--- config.mk ---
export PLATFORM = sky130hd
export DESIGN_NAME = fetch_ctrl
export DESIGN_NICKNAME = d
export VERILOG_FILES = /design/src/rtl/fetch_pkg.sv /design/src/rtl/fetch_ctrl_sat_counter.sv /design/src/rtl/fetch_ctrl.sv
export SDC_FILE = /design/constraint.sdc
export NUM_CORES = 1
export LEC_CHECK = 0
export ABC_AREA = 1
export ABC_CLOCK_PERIOD_IN_PS = 11100
export CAP_MARGIN = 20
export CORE_MARGIN = 8
export CORE_UTILIZATION = 30
export DETAILED_ROUTE_END_ITERATION = 10
export GPL_ROUTABILITY_DRIVEN = 0
export GPL_TIMING_DRIVEN = 0
export REMOVE_ABC_BUFFERS = 1
export SYNTH_ARGS = -nofsm -noshare
export SYNTH_HDL_FRONTEND = slang
export SYNTH_SLANG_ARGS = --single-unit
--- constraint.sdc ---
create_clock -name clk -period 11.1 [get_ports clk]
set_input_delay 2.22 -clock clk [delete_from_list [all_inputs] [get_ports clk]]
set_output_delay 2.22 -clock clk [all_outputs]
set_load 0.05 [all_outputs]
--- src/rtl/fetch_pkg.sv ---
// Shared constants and helpers for the instruction-fetch sequencer.
package fetch_pkg;

  localparam logic [1:0] ST_BOOT  = 2'd0;
  localparam logic [1:0] ST_FETCH = 2'd1;
  localparam logic [1:0] ST_HOLD  = 2'd2;
  localparam logic [1:0] ST_DRAIN = 2'd3;

  localparam logic [31:0] PC_INC       = 32'd4;
  localparam logic [31:0] RESET_PC_DEF = 32'h0000_3000;

  // Branch (older instruction) wins over jump; targets are word aligned.
  function automatic logic [31:0] redirect_sel(input logic        br_taken,
                                               input logic [31:0] br_target,
                                               input logic [31:0] jmp_target);
    logic [31:0] t;
    t = br_taken ? br_target : jmp_target;
    return {t[31:2], 2'b00};
  endfunction

endpackage

--- src/rtl/fetch_ctrl_sat_counter.sv ---
// Saturating up-counter with synchronous clear.
module sat_counter #(
  parameter int unsigned W = 16
) (
  input  logic         clk,
  input  logic         rst,
  input  logic         inc,
  input  logic         clear,
  output logic [W-1:0] cnt
);

  logic [W-1:0] cnt_q, cnt_d;

  always_comb begin
    cnt_d = cnt_q;
    if (clear) begin
      cnt_d = '0;
    end else if (inc && (cnt_q != {W{1'b1}})) begin
      cnt_d = cnt_q + W'(1);
    end
  end

  always_ff @(posedge clk or posedge rst) begin
    if (rst) cnt_q <= '0;
    else     cnt_q <= cnt_d;
  end

  assign cnt = cnt_q;

endmodule

--- src/rtl/fetch_ctrl.sv ---
// Instruction-fetch sequencer: owns the PC, runs the imem handshake,
// holds the IF/ID slot under stall and applies branch/jump redirects.
module fetch_ctrl
  import fetch_pkg::*;
#(
  parameter logic [31:0] RESET_PC = RESET_PC_DEF,
  parameter int unsigned CNT_W    = 16
) (
  input  logic             clk,
  input  logic             rst,
  input  logic             stall,
  input  logic             br_taken,
  input  logic [31:0]      br_target,
  input  logic             jmp,
  input  logic [31:0]      jmp_target,
  output logic             imem_req,
  output logic [31:0]      imem_addr,
  input  logic             imem_ack,
  input  logic [31:0]      imem_rdata,
  output logic             if_valid,
  output logic [31:0]      if_instr,
  output logic [31:0]      if_pc,
  output logic [31:0]      pc,
  output logic             pc_wr,
  output logic             flush,
  output logic [CNT_W-1:0] stall_cnt
);

  logic [1:0]  state_q, state_d;
  logic [31:0] pc_q, pc_d;
  logic        imem_req_q, imem_req_d;
  logic [31:0] imem_addr_q, imem_addr_d;
  logic        if_valid_q, if_valid_d;
  logic [31:0] if_instr_q, if_instr_d;
  logic [31:0] if_pc_q, if_pc_d;
  logic [31:0] buf_q, buf_d;
  logic        pc_wr_q, pc_wr_d;
  logic        flush_q, flush_d;

  logic        redirect;
  logic [31:0] tgt;

  assign redirect = br_taken | jmp;
  assign tgt      = redirect_sel(br_taken, br_target, jmp_target);

  always_comb begin
    state_d    = state_q;
    pc_d       = pc_q;
    if_valid_d = if_valid_q & stall;
    if_instr_d = if_instr_q;
    if_pc_d    = if_pc_q;
    buf_d      = buf_q;
    pc_wr_d    = 1'b0;
    flush_d    = 1'b0;

    case (state_q)
      ST_BOOT: state_d = ST_FETCH;
      ST_FETCH: begin
        if (imem_ack) begin
          if (if_valid_q && stall) begin
            // Slot still occupied: park the word until downstream accepts.
            buf_d   = imem_rdata;
            state_d = ST_HOLD;
          end else begin
            if_instr_d = imem_rdata;
            if_pc_d    = pc_q;
            if_valid_d = 1'b1;
            pc_d       = pc_q + PC_INC;
            pc_wr_d    = 1'b1;
          end
        end
      end
      ST_HOLD: begin
        if (!stall) begin
          if_instr_d = buf_q;
          if_pc_d    = pc_q;
          if_valid_d = 1'b1;
          pc_d       = pc_q + PC_INC;
          pc_wr_d    = 1'b1;
          state_d    = ST_FETCH;
        end
      end
      ST_DRAIN: begin
        if (imem_ack) state_d = ST_FETCH;
      end
      default: state_d = ST_BOOT;
    endcase

    // Redirect overrides stall and any capture decided above.
    if (redirect) begin
      pc_d       = tgt;
      pc_wr_d    = 1'b1;
      flush_d    = 1'b1;
      if_valid_d = 1'b0;
      buf_d      = '0;
      if (state_q == ST_FETCH && !imem_ack) begin
        state_d = ST_DRAIN;
      end else if (state_q != ST_DRAIN) begin
        state_d = ST_FETCH;
      end
    end

    imem_req_d  = (state_d == ST_FETCH) || (state_d == ST_DRAIN);
    imem_addr_d = (state_d == ST_FETCH) ? pc_d : imem_addr_q;
  end

  always_ff @(posedge clk or posedge rst) begin
    if (rst) begin
      state_q     <= ST_BOOT;
      pc_q        <= RESET_PC;
      imem_req_q  <= 1'b0;
      imem_addr_q <= RESET_PC;
      if_valid_q  <= 1'b0;
      if_instr_q  <= '0;
      if_pc_q     <= '0;
      buf_q       <= '0;
      pc_wr_q     <= 1'b0;
      flush_q     <= 1'b0;
    end else begin
      state_q     <= state_d;
      pc_q        <= pc_d;
      imem_req_q  <= imem_req_d;
      imem_addr_q <= imem_addr_d;
      if_valid_q  <= if_valid_d;
      if_instr_q  <= if_instr_d;
      if_pc_q     <= if_pc_d;
      buf_q       <= buf_d;
      pc_wr_q     <= pc_wr_d;
      flush_q     <= flush_d;
    end
  end

  sat_counter #(.W(CNT_W)) u_stall_cnt (
    .clk   (clk),
    .rst   (rst),
    .inc   (stall & if_valid_q),
    .clear (1'b0),
    .cnt   (stall_cnt)
  );

  assign imem_req  = imem_req_q;
  assign imem_addr = imem_addr_q;
  assign if_valid  = if_valid_q;
  assign if_instr  = if_instr_q;
  assign if_pc     = if_pc_q;
  assign pc        = pc_q;
  assign pc_wr     = pc_wr_q;
  assign flush     = flush_q;

endmodule

Word level (Yosys, flattened, before mapping)
Cells that the tools add are included.
W data, S select, Z words.
{ "op_classes": {"muxes": 37, "n_bitwise": 2, "reduce_logical": 12, "addsub": 2, "eq_ne": 10} }
{ "ops": {"columns": ["cell", "count"], "rows": [
  ["$mux W32", 15],
  ["$pmux W32 S2", 3],
  ["$add A32 B3 Y32 const B", 1],
  ["$add A16 B1 Y16 const B", 1],
  ["$ne A16 B16 Y1 const B", 1],
  ["$mux W2", 7],
  ["$mux W1", 9],
  ["$ne A2 B2 Y1 const B", 4],
  ["$pmux W2 S4", 1],
  ["$reduce_bool A2 Y1", 4],
  ["$eq A2 B2 Y1 const B", 3],
  ["$eq A2 B1 Y1 const B", 2],
  ["$pmux W1 S2", 2],
  ["$reduce_and A4 Y1", 1],
  ["$logic_and A1 B1 Y1", 3],
  ["$reduce_and A3 Y1", 1],
  ["$logic_not A2 Y1", 1],
  ["$and A1 B1 Y1", 1],
  ["$logic_not A1 Y1", 1],
  ["$logic_or A1 B1 Y1", 1],
  ["$or A1 B1 Y1", 1]
]} }
{ "totals": {"regBits": 182, "out_inout_bits": 148, "input_bits": 102} }

Longest topological paths before layout
{ "logic_depth": {"word_depth": 9, "depth_mapped": 15, "depth_no_buf": 14} }

Modules after synthesis
A second synthesis with hierarchy kept.
{ "unflattened": {"cells_unflattened": 1184, "area_unflattened_um2": 9218.8} }
{ "by_module_without_submodules": {"columns": ["mod", "n_inst", "area_each_um2", "seq_area_each_um2", "cells_each"], "rows": [
  ["fetch_ctrl", 1, 8135.3, 4134.0, 1025],
  ["sat_counter", 1, 1083.5, 400.4, 159]
]} }

Worst setup path after synthesis
OpenSTA, ideal clock, no wires.
{ "synth_timing": {"path_type": "input port to flip-flop", "from": "in jmp", "to": "reg imem_addr_q[11] (netlist: imem_addr[11])", "arrival_time_ps": 3369, "cell_stages": 10, "path_buffers": 3, "slack_ps": 7613, "setup_ps": 118, "path_cell_list": "or2_1 -> buf_2 -> a21oi_1 -> nand3_2 -> nand3_2 -> inv_2 -> buf_6 -> buf_6 -> nand2_1 -> nand2_1"} }
{ "synth_between": {"elab_chain_len": 3} }
{ "synth_lines": {"columns": ["element", "line_no", "source"], "rows": [
  ["start, declared", "fetch_ctrl.sv:14", "input logic jmp,"],
  ["$or A1 B1 Y1 (*)", "fetch_ctrl.sv:43", "assign redirect = br_taken | jmp;"],
  ["$mux W2", "fetch_ctrl.sv:90", "if (redirect) begin"],
  ["$eq A2 B1 Y1", "fetch_ctrl.sv:104", "imem_addr_d = (state_d == ST_FETCH) ? pc_d : imem_addr_q;"],
  ["end signal, assigned", "fetch_ctrl.sv:123", "imem_addr_q <= imem_addr_d;"],
  ["end, declared", "fetch_ctrl.sv:32", "logic [31:0] imem_addr_q, imem_addr_d;"]
]} }
Every way passes the cells marked *; elsewhere a longest branch is shown, timed or not.
A chain may end at the register's enable or synchronous reset.

Final worst setup path
{ "layout_timing": {"from": "in br_taken", "to": "reg imem_addr_q[19] (netlist: imem_addr[19])"} }
{ "layout_between": {"elab_chain_len": 3} }
{ "layout_lines": {"columns": ["element", "line_no", "source"], "rows": [
  ["start, declared", "fetch_ctrl.sv:12", "input logic br_taken,"],
  ["$or A1 B1 Y1", "fetch_ctrl.sv:43", null],
  ["$mux W2", "fetch_ctrl.sv:90", null],
  ["$eq A2 B1 Y1", "fetch_ctrl.sv:104", null]
]} }
Several ways; a longest one is shown, not always the timed one.

==> reports/qor.yml <==
yosys:
  synthArstFlopShare_pct: 100
  netlist_instances: 1106
  synth_top_area_share_pct: 50.6
  ys_ff_latch: 181
  yosysWarnings: 0
  yosysUniqueCellTypes: 36
  yosysTopAreaCell: "dfrtp_1"
  avgSynthCellArea_um2: 7.91
  synth_seq_area_share_pct: 51.8
  yosys_most_used_dff: "dfrtp_1"
  synth_area_um2: 8750
  synth-edff-count: 0
  synth_area_leaders: "dfrtp_1 (51%), nand2_1 (16%), nand3_1 (4.5%)"
clock_tree:
  cts_max_level: 4
  cts_num_sinks: 181
  path_clk_slew_ns: 0.07
  hold_buffers: 0
  cts_buffers: 17
  postCtsSetupBuffers: 0
  cts.path.max_buffers: 2
  cts_tree: "yes"
  cts_resized: 0
  clockRootBuffer: "clkbuf_16"
  clock_latency_ns: 0.44
worst_hold_path:
  hold_end: "imem_addr[13]$_DFFE_PP1N_"
  whs_path_depth: 2
  min-delay-start: "imem_addr[13]$_DFFE_PP1N_"
  hold_class: "reg2reg"
power_and_ir_drop:
  power_leakage_nw: 5.46
  peakVddDrop_mv: 0.166
  p_switching_mw: 1.87
  seqPwrFrac_pct: 27.5
  swShare_pct: 50.9
  comb_power_share_pct: 55.8
  pwr-share-clk_pct: 16.7
  pwr_density_cell_nw_per_um2: 301
  p_int_mw: 1.81
detailed_routing:
  ant_nets: 0
  drtPass1Iterations: 8
  drc_errors: 0
  wl_per_cell_um: 17.8
  routed_wl_mm: 30.7
  via_per_inst: 4.77
  vias: 8198
  drt_iter0_drc: 521
floorplan:
  die_x_um: 187
  dieHeight_um: 187
  rows: 62
  dieArea_um2: 34900
  boundaryPins: 250
  start_util_pct: 30.5
  fp.coreArea_um2: 28700
timing:
  report.final.hold_viol_count: 0
  slew_headroom_pct: 30.9
  clock_skew_ns: 0.0132
  final-setup-viol-count: 0
  setup_tns_ns: 0
  max_freq_mhz: 165
  finalCritPeriodShare_pct: 54.6
  timing.final.crit_period_ns: 6.06
  worstMarginPinSlew_ns: 1.03
  rsz0062_at_grt: "false"
  final_max_slew_viol_count: 0
grt:
  grt_pass1_vias: 8068
  gr-total-overflow: 0
  grt_max_degree: 105
  antenna_found_initial: 2
  grt_use_total_pct: 17.5
  grt_pass1_wl_mm: 48.5
critical_path:
  crit_type: "in2reg"
  crit_fanout: 36
  reg2reg_setup_slack_ns: 6.80
  crit_required_ns: 11.47
  critPathLaunchType: "input port"
  crit-reg2reg-launch: "state_q[0]$_DFF_PP0_"
  worst_setup_path_end_kind: "flop"
  rr_endpoint: "imem_addr[19]$_DFFE_PP0N_"
  r2r_cells: 10
  critical_path_arrival_ns: 6.44
flow_run:
  cap_violations: 0
final_layout:
  final_util_pct: 42.6
  nNetsFinal: 1432
  diodes: 0
  layout-drive-gt1-share_pct: 6.07
  flow.area_growth_from_synthesis_pct: 39.7
place:
  hpwl_mm: 21.9
  portBuffers: 245
run_status:
  status: "finished clean"
stage by stage:
stage | hold slack [ns] | instance area [um2] | std cells | setup WS [ns] | power (mW)
2_1_floorplan | 0.472 | 8500 | 1050 | 3.97 | 2.29
3_3_place_gp | 0.456 | 11400 | 1679 | 0.823 | 3.05
3_5_place_dp | 0.459 | 11600 | 1687 | 4.50 | 3.09
4_1_cts | 0.472 | 12200 | 1718 | 4.97 | 3.72
5_1_grt | 0.484 | 12200 | 1719 | 4.73 | 3.91
6_report | 0.470 | 12200 | 1719 | 5.04 | 3.68
worst max path at each step:
stage                   from                        end  slack [ns]  depth (start not counted)
floorplan                rst       buf_q[0]$_DFFE_PP0P_        3.97                          1
global placement       stall      if_pc[12]$_DFFE_PP0P_        0.82                          8
detailed placement  br_taken  imem_addr[19]$_DFFE_PP0N_        4.50                         10
CTS                 br_taken  imem_addr[19]$_DFFE_PP0N_        4.97                         10
global route        br_taken  imem_addr[19]$_DFFE_PP0N_        4.73                         10
finish              br_taken  imem_addr[19]$_DFFE_PP0N_        5.04                         10
sequential cells by signal (all words and copies together), names as in the netlist:
name	cells
buf_q	32
if_instr	32
if_pc	32
imem_addr	32
pc	32
u_stall_cnt.cnt	16
state_q	2
flush	1
if_valid	1
pc_wr	1
placed cells by master, fill, tap and decap left out, types with 3 or more instances in the layout:
cell and count:
a21oi_1 40, a22oi_1 4, a31oi_1 38, buf_12 5
buf_16 3, clkbuf_16 17, clkdlybuf4s50_1 245, clkinv_4 5
dfrtp_1 177, dfstp_2 4, ha_1 6, inv_1 57
inv_2 10, inv_8 5, nand2_1 375, nand2_2 4
nand3_1 79, nand3_2 3, nand4_1 12, nor2_1 103
nor2_2 3, nor2_4 6, nor3_1 6, o211ai_1 7
o21ai_0 60, o21ai_1 25, o21ai_2 5, xnor2_1 8
xor2_1 6
cell type report:
| cell class | count | area, um2 |
|---|---|---|
| multi-input cells | 801 | 3720 |
| flip-flops and latches | 181 | 4530 |
| fillers | 2891 | 16500 |
| clock inverters | 14 | 160 |
| clock buffers | 17 | 425 |
| well taps | 384 | 480 |
| repair buffers | 254 | 2650 |
| inverters | 68 | 263 |
routing by layer:
layer,vias up,wire (um),global-route usage (%)
met3,25,2300,5.97
met1,3871,13500,22.2
met5,-,22,0
met4,4,357,3.54
met2,267,14500,28.6
li1,4031,-,-
critical path, stage by stage:
cell	delay, ns
clkdlybuf4s50_1	0.98
buf_16	0.23
or2_2	0.56
buf_12	0.28
a21oi_2	0.10
nand2_1	0.11
nand3_2	0.74
inv_2	0.91
nand3_1	0.14
nand2_1	0.09
synthesized netlist by cell type, types with 3 or more instances:
master / n
a21oi_1: 40
a22oi_1: 4
a31oi_1: 38
buf_1: 6
buf_2: 22
clkbuf_1: 25
dfrtp_1: 177
dfstp_2: 4
ha_1: 7
inv_1: 60
inv_2: 8
nand2_1: 375
nand2_2: 4
nand3_1: 79
nand3_2: 3
nand4_1: 12
nor2_1: 104
nor2_2: 3
nor2_4: 5
nor3_1: 6
o211ai_1: 7
o21ai_0: 60
o21ai_1: 25
o21ai_2: 5
xnor2_1: 8
xor2_1: 6
power groups by stage:
stage	registers, mW	logic [mW]	clock network, mW
global route	1.04	2.21	0.665
finish	1.01	2.05	0.615
floorplan	1.69	0.602	0
CTS	1.01	2.08	0.636
global placement	1.02	2.03	0
detailed placement	1.02	2.07	0
kinds of logic after synthesis:
group | count (synthesis) | share of synthesized area [%]
AOI/OAI and AO/OA | 184 | 11.8
xor gates and xnor gates | 14 | 1.40
adders and majority gates | 7 | 1.00
buffers and inverters | 124 | 5.85
DFF | 181 | 51.8
muxes | 1 | 0.129
and+or+nand+nor | 595 | 28.0
No activity file was read; power rests on OpenSTA's default activity.
==> RTL change 1, RTL diff (same settings) <==
The parameter `CNT_W` goes from 16 to 32.
--- a/src/rtl/fetch_ctrl.sv
+++ b/src/rtl/fetch_ctrl.sv
@@ -5,5 +5,5 @@
 #(
   parameter logic [31:0] RESET_PC = RESET_PC_DEF,
-  parameter int unsigned CNT_W    = 16
+  parameter int unsigned CNT_W    = 32
 ) (
   input  logic             clk,
Interface: changed (resized stall_cnt); port bits go from 250 to 266. No check against the original RTL was run, so the function may have changed too.
==> RTL change 1 against the original RTL <==
  * Total power up 3.0%
  * Clock power up 1%
  * Final area is 11% higher
  * Sequential cell count increased by 16
  * Utilization down 0.93 points
  * Routed wire length rose by 15%
  * Combinational power increased by 2%
  * Sequential power up 7%
  * Setup slack lost 0.047 ns
  * Fmax decreased by 0.77%
  * Synthesized area up 13%
==> RTL change 1: results <==
[yosys]
synth_cells = 1264
yosysSeqAreaShare = 0.500
synthTopCellsByCount = "nand2_1, dfrtp_1, nor2_1, nand3_1, o21ai_0"
yosysUniqueCellTypes = 44
ys_top_cells_by_area = "dfrtp_1, nand2_1, nor2_1"

[final_layout]
drive_gt1_frac = 0.0564
inverters = 85
seq_area_sq_um = 4930
nonClkBufAreaFrac = 0.206
nClkBuffers = 19
nNonClkBuffers = 269
multi_input_area_share = 0.321
seq_share = 0.365
clk_share = 0.0425
nets = 1604
multi_input_comb_cells = 925

[sta]
clock_skew_ns = 0.0106
holdWs_ns = 0.469

[routing]
wl_met1_mm = 15.2
drtIter0Drc = 541
vias_per_cell = 4.82
met3_length_mm = 3.14
vias = 9407
wl_met2_mm = 16.4
post_drt_wl_per_cell_um = 18.0
drt_first_pass_iters = 5

[placement]
port_buffers = 261
dp.cells = 1915
hpwl_mm = 24.7
placement.cell_area_sq_um = 12900
dpl_worst_slack_ns = 4.44

[worst_setup_path]
critPathMaxFanout = 35
cp.arrival_ns = 6.50
max_stage_delay_ns = 1.01
r2r_slack_ns = 6.54
reg2reg_to = "imem_addr[9]$_DFFE_PP0N_"

[pwr]
power.leakage_nw = 5.97
vdd_drop_max_v = 0.000159

[hold_path]
min_to = "imem_addr[12]$_DFFE_PP1N_"
min_from = "imem_addr[12]$_DFFE_PP1N_"

[global_route]
grt_pass1_vias = 9469
use_met1 = 0.224
grt_start_max_net_pins = 112
gr-usage-met3 = 0.0658
grt_pass1_wl_mm = 54.6

[die]
rows = 66

[run_status]
outcome = "completed"
-- RTL change 1: cell types whose count changed in the layout (fill, tap and decap cells not counted), sizes merged, moves of 5 or more --
cell	delta
clkdlybuf4s50	+16
dfrtp	+16
inv	+15
nand2	+45
nand3	+6
nor2	+34
nor3	+11
nor4	+5
o21ai	+12
xor2	+13
-- RTL change 1: kinds of logic (layout without fill, tap and decap cells) --
logic type / count (synthesis) / count (layout) / share of synthesized area
compound gates: 196 / 196 / 0.113
xor+xnor: 28 / 28 / 0.0249
fa+ha+maj: 7 / 7 / 0.00888
buf+inv: 142 / 386 / 0.0612
flops: 197 / 197 / 0.500
simple gates: 694 / 694 / 0.292
-- RTL change 1: worst max-delay path by stage --
stage | depth (start not counted) | slack [ns] | startpoint | endpoint
3_5_place_dp | 9 | 4.44 | br_taken | imem_addr[4]$_DFFE_PP0N_
4_1_cts | 9 | 4.91 | br_taken | imem_addr[9]$_DFFE_PP0N_
6_report | 9 | 4.99 | br_taken | imem_addr[9]$_DFFE_PP0N_
5_1_grt | 9 | 4.72 | br_taken | imem_addr[9]$_DFFE_PP0N_
2_1_floorplan | 1 | 3.52 | rst | buf_q[0]$_DFFE_PP0P_
3_3_place_gp | 2 | 0.38 | rst | if_pc[0]$_DFFE_PP0P_
-- RTL change 1: worst max-delay path, delay by kind of cell --
kind,cells,cell delay (ns)
compound gates,1,0.12
buf+inv,3,2.21
simple gates,5,1.88
-- RTL change 1: power by group --
part           leakage, nW  total (W)  switching [W]  internal [W]
Clock                0.286   0.000621       0.000297      0.000325
Combinational         3.25    0.00209        0.00148      0.000611
Sequential            2.43    0.00108       0.000145      0.000933
==> RTL change 2, RTL diff (same settings) <==
Without the edit above. Make the reset (`rst`) synchronous in 2 clocked blocks.
--- a/src/rtl/fetch_ctrl_sat_counter.sv
+++ b/src/rtl/fetch_ctrl_sat_counter.sv
@@ -21,5 +21,5 @@
   end
 
-  always_ff @(posedge clk or posedge rst) begin
+  always_ff @(posedge clk) begin
     if (rst) cnt_q <= '0;
     else     cnt_q <= cnt_d;
--- a/src/rtl/fetch_ctrl.sv
+++ b/src/rtl/fetch_ctrl.sv
@@ -105,5 +105,5 @@
   end
 
-  always_ff @(posedge clk or posedge rst) begin
+  always_ff @(posedge clk) begin
     if (rst) begin
       state_q     <= ST_BOOT;
Function: differs if rst is asserted again (counterexample within 4 cycles, from zero or initial values and one cycle with rst high); with rst held inactive, the same outputs for 4 cycles.
==> RTL change 2 against the original RTL <==
  * Final area is 3.4% lower
  * Die area is 3.4% lower
  * Sequential share of layout area is 6.4 points lower
  * Synthesized area is 3.7% lower
  * Setup slack better by 0.96 ns
  * Global-route usage is 0.52 points higher
  * Sequential cell count stayed put
  * Routed wire length is 2.3% higher
  * Critical endpoint is now imem_addr[3]$_SDFFE_PP0N_
Power is not compared: it rests on default switching activity, and its combinational part moved more than twofold at a synthesized area within 25%.
==> RTL change 2: results <==
[final_layout]
drive_gt1_frac = 0.0546
nets = 1524
nFillCells = 2843

[routing]
vias_per_cell = 4.84
drt_first_pass_iters = 5
routed_wirelength_mm = 31.4
drtIter0Drc = 642

[sta]
clock_skew_ns = 0.0125
tightest_slew_ns = 1.08

[yosys]
ys_top_cells_by_area = "dfxtp_1, nand2_1, o21ai_0"
async_reset_ff_frac = 0
yosysSeqAreaShare = 0.430
yosysUniqueCellTypes = 48
synthTopCellsByCount = "nand2_1, nor2_1, dfxtp_1, o21ai_0, inv_1"
ys_warn_count = 0

[pwr]
power.leakage_nw = 4.61

[worst_setup_path]
cp.arrival_ns = 5.41
timing.rr.start = "state_q[0]$_SDFF_PP0_"
critPathMaxFanout = 37
crit_start = "jmp"

[cts]
post_cts_buffers = 0
worstSkewPairLatency_ns = 0.43
root_buffer = "clkbuf_16"

[hold_path]
min_from = "imem_addr[29]$_SDFFE_PP0N_"

[global_route]
grt_pass1_vias = 8346
grt_pass1_wl_mm = 47.9
grt_usage = 0.180
grt_start_max_net_pins = 57
antenna_found_initial = 0

[placement]
placement.cell_area_sq_um = 11200
hpwl_mm = 22.4
dpl_worst_slack_ns = 5.61

[run_status]
outcome = "completed"
## RTL change 2: path summary, 6_finish.rpt
kind | cells past startpoint | endpoint | slack, ns
setup / recovery | 9 | imem_addr[3]$_SDFFE_PP0N_ | 6.00
hold / removal | 2 | imem_addr[29]$_SDFFE_PP0N_ | 0.46
setup reg to reg | 12 | imem_addr[31]$_SDFFE_PP0N_ | 7.36
hold reg to reg | 2 | imem_addr[29]$_SDFFE_PP0N_ | 0.46
## RTL change 2: cell families (layout without fill, tap and decap cells)
family,Yosys count,in the layout,synth area share
AO/OA/AOI/OAI,303,303,0.196
XOR/XNOR,2,2,0.00208
adder cells (fa/ha/maj),7,7,0.0104
buffers and inverters,160,381,0.0791
flip-flops,181,181,0.430
other,0,1,0
AND/OR/NAND/NOR,554,554,0.283
## RTL change 2: metrics by stage
step	hold slack (ns)	util	instances
finish	0.458	0.426	1807
global route	0.487	0.426	1806
CTS	0.455	0.425	1805
detailed placement	0.441	0.405	1773
global placement	0.438	0.399	1766
floorplan	0.455	-	1143
## RTL change 2: area by class of cell
class / count / area, sq um / area share
Tap cell: 378 / 473 / 0.0400
Clock inverter: 12 / 109 / 0.00922
Inverter: 96 / 363 / 0.0307
Clock buffer: 20 / 457 / 0.0387
Timing Repair Buffer: 253 / 2640 / 0.223
Sequential cell: 181 / 3620 / 0.307
Multi-Input combinational cell: 866 / 4150 / 0.351
Antenna cell: 1 / 2.50 / 0.000212
## RTL change 2: metal layers
metal | vias up | share of wire | global-route usage | wire length (um)
li1 | 4416 | - | - | -
met1 | 4030 | 0.46 | 0.242 | 14400
met2 | 262 | 0.46 | 0.292 | 14500
met3 | 29 | 0.060 | 0.0364 | 1880
met4 | 0 | 0.018 | 0.0452 | 566
met5 | - | 0 | 0 | 0
## RTL change 2: power breakdown
group	switching (W)	leakage, nW	internal [W]	total (W)
Clock	0.000288	0.270	0.000308	0.000596
Combinational	0.000321	2.85	0.000162	0.000484
Sequential	0.0000348	1.49	0.000697	0.000732
## RTL change 2: worst max-delay path: stages
cell	delay [ns]
clkdlybuf4s50_1	0.49
nor2_8	0.58
inv_1	0.53
buf_16	0.31
nand2_2	0.13
nand2_2	0.12
nor2_8	0.53
nor2_4	0.22
a22o_1	0.24
